**config.mk**
```make
export PLATFORM = sky130hd
export DESIGN_NAME = uart_rx_oversampled_flat
export DESIGN_NICKNAME = d
export VERILOG_FILES = /design/src/rtl/uart_rx_if.sv /design/src/rtl/uart_rx_oversampled.sv /design/src/flat_wrapper.sv
export SDC_FILE = /design/constraint.sdc
export NUM_CORES = 1
export LEC_CHECK = 0
export ABC_AREA = 1
export BUFFER_PORTS_ARGS = -buffer_cell sky130_fd_sc_hd__buf_2
export CORE_UTILIZATION = 45
export CTS_CLUSTER_DIAMETER = 80
export DETAILED_ROUTE_END_ITERATION = 7
export SLEW_MARGIN = 40
export SYNTH_ARGS = -nofsm -noshare
export SYNTH_HDL_FRONTEND = slang
export SYNTH_SLANG_ARGS = --single-unit
```
**constraint.sdc**
```tcl
create_clock -name i_clock -period 2.3 [get_ports i_clock]
set_clock_uncertainty 0.05 [all_clocks]
set_input_delay 0.46 -clock i_clock [delete_from_list [all_inputs] [get_ports i_clock]]
set_output_delay 0.46 -clock i_clock [all_outputs]
set_load 0.1 [all_outputs]
```
**src/rtl/uart_rx_if.sv**
```systemverilog
// Signal bundle between the oversampled UART receiver, its sample-tick/pin side and the frame parser.
// The master modport is the receiver; the slave modport is the environment that drives it and consumes frames.
interface uart_rx_if #(
   parameter int DBITS = 8
);
   logic             sample_tick;
   logic             rx;
   logic [DBITS-1:0] data_out;
   logic             data_valid;
   logic             frame_err;
   logic             parity_err;
   logic             break_det;
   logic             busy;

   modport master (
      input  sample_tick, rx,
      output data_out, data_valid, frame_err, parity_err, break_det, busy
   );

   modport slave (
      output sample_tick, rx,
      input  data_out, data_valid, frame_err, parity_err, break_det, busy
   );
endinterface

```
**src/rtl/uart_rx_oversampled.sv**
```systemverilog
// Oversampled UART receiver: synchronised rx, 3-sample majority vote per bit, glitch/framing/break detection.
// Define UART_RX_PARITY_EN to add a parity bit after the data bits and report parity_err.
module uart_rx_oversampled #(
   parameter int DBITS       = 8,
   parameter int SBITS       = 1,
   parameter int OVERSAMPLE  = 16,
   parameter int SYNC_STAGES = 2,
   parameter int PARITY_ODD  = 0
) (
   input logic       i_clock,
   input logic       i_reset_n,
   uart_rx_if.master io_bus
);
   localparam int SW = $clog2(OVERSAMPLE);
   localparam int NW = $clog2(DBITS + 1);
   localparam int M  = OVERSAMPLE / 2;

   localparam logic [SW-1:0] S_PRE  = SW'(M - 1);
   localparam logic [SW-1:0] S_MID  = SW'(M);
   localparam logic [SW-1:0] S_VOTE = SW'(M + 1);
   localparam logic [SW-1:0] S_LAST = SW'(OVERSAMPLE - 1);
   localparam logic [NW-1:0] N_DLAST = NW'(DBITS - 1);
   localparam logic [NW-1:0] N_SLAST = NW'(SBITS - 1);

   typedef enum logic [2:0] {
      IDLE, START, DATA, PARITY, STOP, BREAK_WAIT
   } state_t;

   state_t             r_state, w_state_next;
   logic [SYNC_STAGES-1:0] r_sync;
   logic               w_rx_s;
   logic [SW-1:0]      r_s_cnt, w_s_cnt_next;
   logic [NW-1:0]      r_n_cnt, w_n_cnt_next;
   logic [1:0]         r_samp, w_samp_next;
   logic [DBITS-1:0]   r_shift, w_shift_next;
   logic               r_ferr, w_ferr_next;
   logic               r_stop0, w_stop0_next;
   logic [DBITS-1:0]   r_data_out, w_data_out_next;
   logic               r_data_valid, w_data_valid_next;
   logic               r_frame_err, w_frame_err_next;
   logic               r_break_det, w_break_det_next;
   logic               w_vote;
   logic               w_brk;
`ifdef UART_RX_PARITY_EN
   logic               r_par_bit, w_par_bit_next;
   logic               r_parity_err, w_parity_err_next;
`endif

   assign w_rx_s = r_sync[SYNC_STAGES-1];
   // r_samp[1] holds the M-1 sample, r_samp[0] the M sample; the M+1 sample is rx_s live.
   assign w_vote = (r_samp[1] & r_samp[0]) | (r_samp[1] & w_rx_s) | (r_samp[0] & w_rx_s);

   always_comb begin
      w_state_next      = r_state;
      w_s_cnt_next      = r_s_cnt;
      w_n_cnt_next      = r_n_cnt;
      w_samp_next       = r_samp;
      w_shift_next      = r_shift;
      w_ferr_next       = r_ferr;
      w_stop0_next      = r_stop0;
      w_data_out_next   = r_data_out;
      w_data_valid_next = 1'b0;
      w_frame_err_next  = r_frame_err;
      w_break_det_next  = r_break_det;
      w_brk             = 1'b0;
`ifdef UART_RX_PARITY_EN
      w_par_bit_next    = r_par_bit;
      w_parity_err_next = r_parity_err;
`endif

      if (io_bus.sample_tick && r_state != IDLE && r_state != BREAK_WAIT) begin
         w_s_cnt_next = (r_s_cnt == S_LAST) ? '0 : r_s_cnt + 1'b1;
         if (r_s_cnt == S_PRE) w_samp_next[1] = w_rx_s;
         if (r_s_cnt == S_MID) w_samp_next[0] = w_rx_s;
      end

      case (r_state)
         IDLE: begin
            if (!w_rx_s) begin
               w_state_next = START;
               w_s_cnt_next = '0;
               w_ferr_next  = 1'b0;
            end
         end
         START: begin
            if (io_bus.sample_tick) begin
               if (r_s_cnt == S_VOTE && w_vote) begin
                  w_state_next = IDLE;
                  w_s_cnt_next = '0;
               end else if (r_s_cnt == S_LAST) begin
                  w_state_next = DATA;
                  w_n_cnt_next = '0;
                  w_s_cnt_next = '0;
               end
            end
         end
         DATA: begin
            if (io_bus.sample_tick) begin
               if (r_s_cnt == S_VOTE)
                  w_shift_next = {w_vote, r_shift[DBITS-1:1]};
               if (r_s_cnt == S_LAST) begin
                  w_s_cnt_next = '0;
                  if (r_n_cnt == N_DLAST) begin
                     w_n_cnt_next = '0;
`ifdef UART_RX_PARITY_EN
                     w_state_next = PARITY;
`else
                     w_state_next = STOP;
`endif
                  end else begin
                     w_n_cnt_next = r_n_cnt + 1'b1;
                  end
               end
            end
         end
`ifdef UART_RX_PARITY_EN
         PARITY: begin
            if (io_bus.sample_tick) begin
               if (r_s_cnt == S_VOTE)
                  w_par_bit_next = w_vote;
               if (r_s_cnt == S_LAST) begin
                  w_state_next = STOP;
                  w_n_cnt_next = '0;
                  w_s_cnt_next = '0;
               end
            end
         end
`endif
         STOP: begin
            if (io_bus.sample_tick) begin
               if (r_s_cnt == S_VOTE) begin
                  if (r_n_cnt == '0) w_stop0_next = w_vote;
                  if (!w_vote) w_ferr_next = 1'b1;
                  // Last stop bit finishes mid-bit so a back-to-back start edge is not missed.
                  if (r_n_cnt == N_SLAST) begin
                     w_brk = (r_shift == '0) && ((r_n_cnt == '0) ? !w_vote : !r_stop0);
`ifdef UART_RX_PARITY_EN
                     w_brk = w_brk && !r_par_bit;
                     w_parity_err_next = r_par_bit != ((^r_shift) ^ (PARITY_ODD != 0));
`endif
                     w_data_out_next   = r_shift;
                     w_data_valid_next = 1'b1;
                     w_frame_err_next  = r_ferr | !w_vote;
                     w_break_det_next  = w_brk;
                     w_state_next      = w_brk ? BREAK_WAIT : IDLE;
                     w_s_cnt_next      = '0;
                     w_n_cnt_next      = '0;
                  end
               end else if (r_s_cnt == S_LAST) begin
                  w_n_cnt_next = r_n_cnt + 1'b1;
                  w_s_cnt_next = '0;
               end
            end
         end
         BREAK_WAIT: begin
            if (w_rx_s) w_state_next = IDLE;
         end
         default: w_state_next = IDLE;
      endcase
   end

   always_ff @(posedge i_clock) begin
      if (!i_reset_n) begin
         r_state      <= IDLE;
         r_sync       <= '1;
         r_s_cnt      <= '0;
         r_n_cnt      <= '0;
         r_samp       <= '0;
         r_shift      <= '0;
         r_ferr       <= 1'b0;
         r_stop0      <= 1'b0;
         r_data_out   <= '0;
         r_data_valid <= 1'b0;
         r_frame_err  <= 1'b0;
         r_break_det  <= 1'b0;
`ifdef UART_RX_PARITY_EN
         r_par_bit    <= 1'b0;
         r_parity_err <= 1'b0;
`endif
      end else begin
         r_state      <= w_state_next;
         r_sync       <= {r_sync[SYNC_STAGES-2:0], io_bus.rx};
         r_s_cnt      <= w_s_cnt_next;
         r_n_cnt      <= w_n_cnt_next;
         r_samp       <= w_samp_next;
         r_shift      <= w_shift_next;
         r_ferr       <= w_ferr_next;
         r_stop0      <= w_stop0_next;
         r_data_out   <= w_data_out_next;
         r_data_valid <= w_data_valid_next;
         r_frame_err  <= w_frame_err_next;
         r_break_det  <= w_break_det_next;
`ifdef UART_RX_PARITY_EN
         r_par_bit    <= w_par_bit_next;
         r_parity_err <= w_parity_err_next;
`endif
      end
   end

   assign io_bus.data_out   = r_data_out;
   assign io_bus.data_valid = r_data_valid;
   assign io_bus.frame_err  = r_frame_err;
   assign io_bus.break_det  = r_break_det;
   assign io_bus.busy       = (r_state != IDLE);
`ifdef UART_RX_PARITY_EN
   assign io_bus.parity_err = r_parity_err;
`else
   assign io_bus.parity_err = 1'b0;
`endif
endmodule

```
**src/flat_wrapper.sv**
```systemverilog
// flat-port wrapper written by rule: the top's interface ports become plain ports
module uart_rx_oversampled_flat 
#(
   parameter int DBITS       = 8,
   parameter int SBITS       = 1,
   parameter int OVERSAMPLE  = 16,
   parameter int SYNC_STAGES = 2,
   parameter int PARITY_ODD  = 0
)
  (i_clock, i_reset_n, io_bus_sample_tick, io_bus_rx, io_bus_data_out, io_bus_data_valid, io_bus_frame_err, io_bus_parity_err, io_bus_break_det, io_bus_busy);
  uart_rx_if #(.DBITS(DBITS)) io_bus_i ();
  input logic i_clock;
  input logic i_reset_n;
  input wire logic [$bits(io_bus_i.sample_tick)-1:0] io_bus_sample_tick;
  input wire logic [$bits(io_bus_i.rx)-1:0] io_bus_rx;
  output wire logic [$bits(io_bus_i.data_out)-1:0] io_bus_data_out;
  output wire logic [$bits(io_bus_i.data_valid)-1:0] io_bus_data_valid;
  output wire logic [$bits(io_bus_i.frame_err)-1:0] io_bus_frame_err;
  output wire logic [$bits(io_bus_i.parity_err)-1:0] io_bus_parity_err;
  output wire logic [$bits(io_bus_i.break_det)-1:0] io_bus_break_det;
  output wire logic [$bits(io_bus_i.busy)-1:0] io_bus_busy;
  assign io_bus_i.sample_tick = io_bus_sample_tick;
  assign io_bus_i.rx = io_bus_rx;
  assign io_bus_data_out = io_bus_i.data_out;
  assign io_bus_data_valid = io_bus_i.data_valid;
  assign io_bus_frame_err = io_bus_i.frame_err;
  assign io_bus_parity_err = io_bus_i.parity_err;
  assign io_bus_break_det = io_bus_i.break_det;
  assign io_bus_busy = io_bus_i.busy;
  uart_rx_oversampled #(.DBITS(DBITS), .SBITS(SBITS), .OVERSAMPLE(OVERSAMPLE), .SYNC_STAGES(SYNC_STAGES), .PARITY_ODD(PARITY_ODD)) u_core (.i_clock(i_clock), .i_reset_n(i_reset_n), .io_bus(io_bus_i));
endmodule
```
==> summary.md <==
| Metric | Value |
|---|---|
| Result of the run | `completed` |
| Power density of the placed cells | `approximately 940 mW/mm^2` |
| Cts bufs inserted | `5` |
| Wire length of the first global-routing pass | `7180 um` |
| Number of clock sinks | `36` |
| Setup bufs post-CTS | `0` |
| Placed Instances | `343` |
| Quantity of hold-fixing buffers added after cts | `0` |
| Type of origin of the critical path | `flip-flop` |
| Power after layout | `1990 uW` |
| Predominant post-synthesis flop cell | `dfxtp_1` |
| Most instantiated cells after synthesis | `nand2_1, nor2_1, dfxtp_1` |
| CTS tree | `done` |
| Worst-skew pair later-pin latency | `approximately 0.28 ns` |
| Gate Count Post-Synth | `between 200 and 300` |
| Period utilization | `89.2%` |
| Clock slew at the register clock pins of the worst setup and hold paths | `~0.07 ns` |
| Die ar. | `0.00455 sq mm` |
| Horizontal die dimension | `67.5 um` |
| Area after detailed placement | `0.00203 sq mm` |
| Delay of the slowest cell on the worst path | `about 0.54 ns` |
| Diodes inserted | `0` |
| Unrepaired setup endpoints after global routing | `no` |
| Number of primary I/O pins | `17` |
| Effective utilization at floorplan | `47.5%` |
| Largest cells by area after synthesis | `dfxtp_1, nand2_1, nor2_1, o21ai_0, inv_1` |
| Count of state elements after synthesis | `36` |
| Maximum fanout encountered on the critical timing path | `8` |
| Post-route non-filler standard cell count | `between 300 and 400` |
| Root buf cell | `clkbuf_8` |
| Remaining antenna violation count after routing | `0` |
| # port buffers | `15` |
| Hold Path Class | `primary input to flip-flop` |
| Leak Pwr | `0.00104 uW` |
| Minimum period implied by the final worst setup slack | `2.05 ns` |
| Number of synthesized flops with an enable pin | `0` |
| Area of the core | `0.00406 sq mm` |
| Synth Net Count | `291` |
| Number of H-tree levels | `2` |
| Cell area after technology mapping | `0.00193 sq mm` |
| Cell accounting for the most synthesized area | `dfxtp_1` |
| Area fraction of the dominant cell type after synthesis | `37.4%` |
| Vias in the first global route | `1592` |
| Die boundary height | `67.5 um` |
| Crit path arrival time | `1.54 ns` |
| Initial antenna violation count | `0` |
| Weighted congestion reported at the end of routability-driven placement | `approximately 0.88` |
| Final Hold Fails | `0` |
| Accumulated negative setup slack | `0 ns` |
| Via density per instance | `5.12` |
| CP Class | `flip-flop to output pin` |
| Area grow syn2layout | `9.93%` |
| Final Setup Violations | `0` |
| Half-perimeter wire length after placement | `3060 um` |
| Number of rows in the core area | `23` |
| Starting DRC count in detailed routing | `107` |
| Fraction of registers with async set/reset | `0%` |
| Number of slew-limit violations in the final report | `0` |
| Core Util, Final | `52.2%` |
| Routed vias | `1797` |
| CTS-repair resized insts | `0` |
| Final Instance Area | `0.00212 sq mm` |
| Dominant delay contributor by cell family on the critical path | `buffers and inverters` |
| Proportion of layout cells with a drive suffix above 1 | `14.3%` |
| Reg-to-reg setup timing slack | `roughly 0.51 ns` |
| Sum of routed wire length over all layers | `4170 um` |
| CP bufs+invs | `2` |
| Slowest library cell on the worst path | `dfxtp_1` |
| DRC violations left | `0` |
| Critical path cell sequence | `inv_1 > nand2_1 > buf_2` |
| Number of distinct library cells after synthesis | `30` |
| Sequential fraction of the synthesis area | `~37%` |
| Post-Syn Area per Cell | `a little under 7 sq um` |
| Max Freq | `487 MHz` |
| First-pass DRT Iterations | `4` |
| Endpoint class of the critical path | `output pin` |
| WP data required | `1.79 ns` |
| Largest net degree at the start of global routing | `22` |
| Max Buffers Root-to-Sink | `2` |
| Synth Warn # | `0` |
| Worst vdd ir | `between 0.4 and 0.5 mV` |
| Number of maximum-capacitance constraint violations | `0` |
| Overall track demand over capacity in global routing | `between 20% and 30%` |
| Final Net Count | `approximately 300` |
| Remaining Overflow, GRT | `0` |
| WL per Instance | `11.9 um` |
==> per-layer routing <==
| layer | routed length [um] | track usage [%] |
|---|---|---|
| met1 | 2020 | 29.6 |
| met2 | 1830 | 31.9 |
| met3 | 248 | 4.56 |
| met4 | 73 | 6.38 |
| met5 | 0 | 0 |
==> power by group <==
group          leakage (uW)  internal, uW  switching [uW]
combinational      0.000705           232             550
sequential         0.000292           684            79.9
clock             0.0000424           216             222
==> final cells by class <==
class / count / area (sq um)
fillers: 414 / 1940
multi-input cells: 205 / 1030
flip-flops and latches: 36 / 721
inverters: 35 / 134
repair buffers: 17 / 90.1
clock buffers: 7 / 76.3
well taps: 50 / 62.6
clock inverters: 1 / 8.76
==> stage by stage <==
step	worst slack (ns)	hold slack, ns
floorplan	0.150	0.343
global placement	0.510	0.343
detailed placement	0.490	0.349
CTS	0.227	0.307
global route	0.128	0.303
finish	0.247	0.314
==> cells in the final DEF, fill, tap and decap left out, types with 4 or more instances in the layout <==
cell	Yosys	layout
a21oi_1	18	18
buf_2	1	15
clkbuf_8	0	5
dfxtp_1	36	36
ha_1	5	5
inv_1	30	30
nand2_1	54	54
nand3_1	21	21
nand4_1	6	6
nor2_1	54	54
nor2_4	4	4
o21ai_0	24	24
==> cell families (layout without fill, tap and decap cells) <==
| group | after synthesis | in the layout | share of synthesized area [%] |
|---|---|---|---|
| DFF | 36 | 36 | 37.4 |
| adders and majority gates | 5 | 5 | 3.24 |
| other | 1 | 1 | 0.194 |
| xor gates and xnor gates | 1 | 1 | 0.454 |
| AOI/OAI and AO/OA | 49 | 49 | 13.7 |
| and+or+nand+nor | 149 | 149 | 35.7 |
| buffers and inverters | 41 | 60 | 9.34 |
==> path summary, 6_finish.rpt <==
kind / start / to / depth (start not counted)
max: u_core.r_state[0] / io_bus_busy / 3
min: io_bus_rx / u_core.r_sync[0] / 2
max reg2reg: u_core.r_n_cnt[0] / u_core.io_bus.break_det / 7
min reg2reg: u_core.r_sync[0] / u_core.r_sync[1] / 1
==> flip-flops by register name (all words and copies together) (netlist names) <==
register                  flops
u_core.io_bus.break_det       1
u_core.io_bus.data_out        8
u_core.io_bus.data_valid      1
u_core.r_state                3
u_core.io_bus.frame_err       1
u_core.r_samp                 2
u_core.r_sync                 2
u_core.r_n_cnt                4
u_core.r_shift                8
u_core.r_ferr                 1
u_core.r_stop0                1
u_core.r_s_cnt                4
Note: power is estimated with default switching activity, not from simulation.
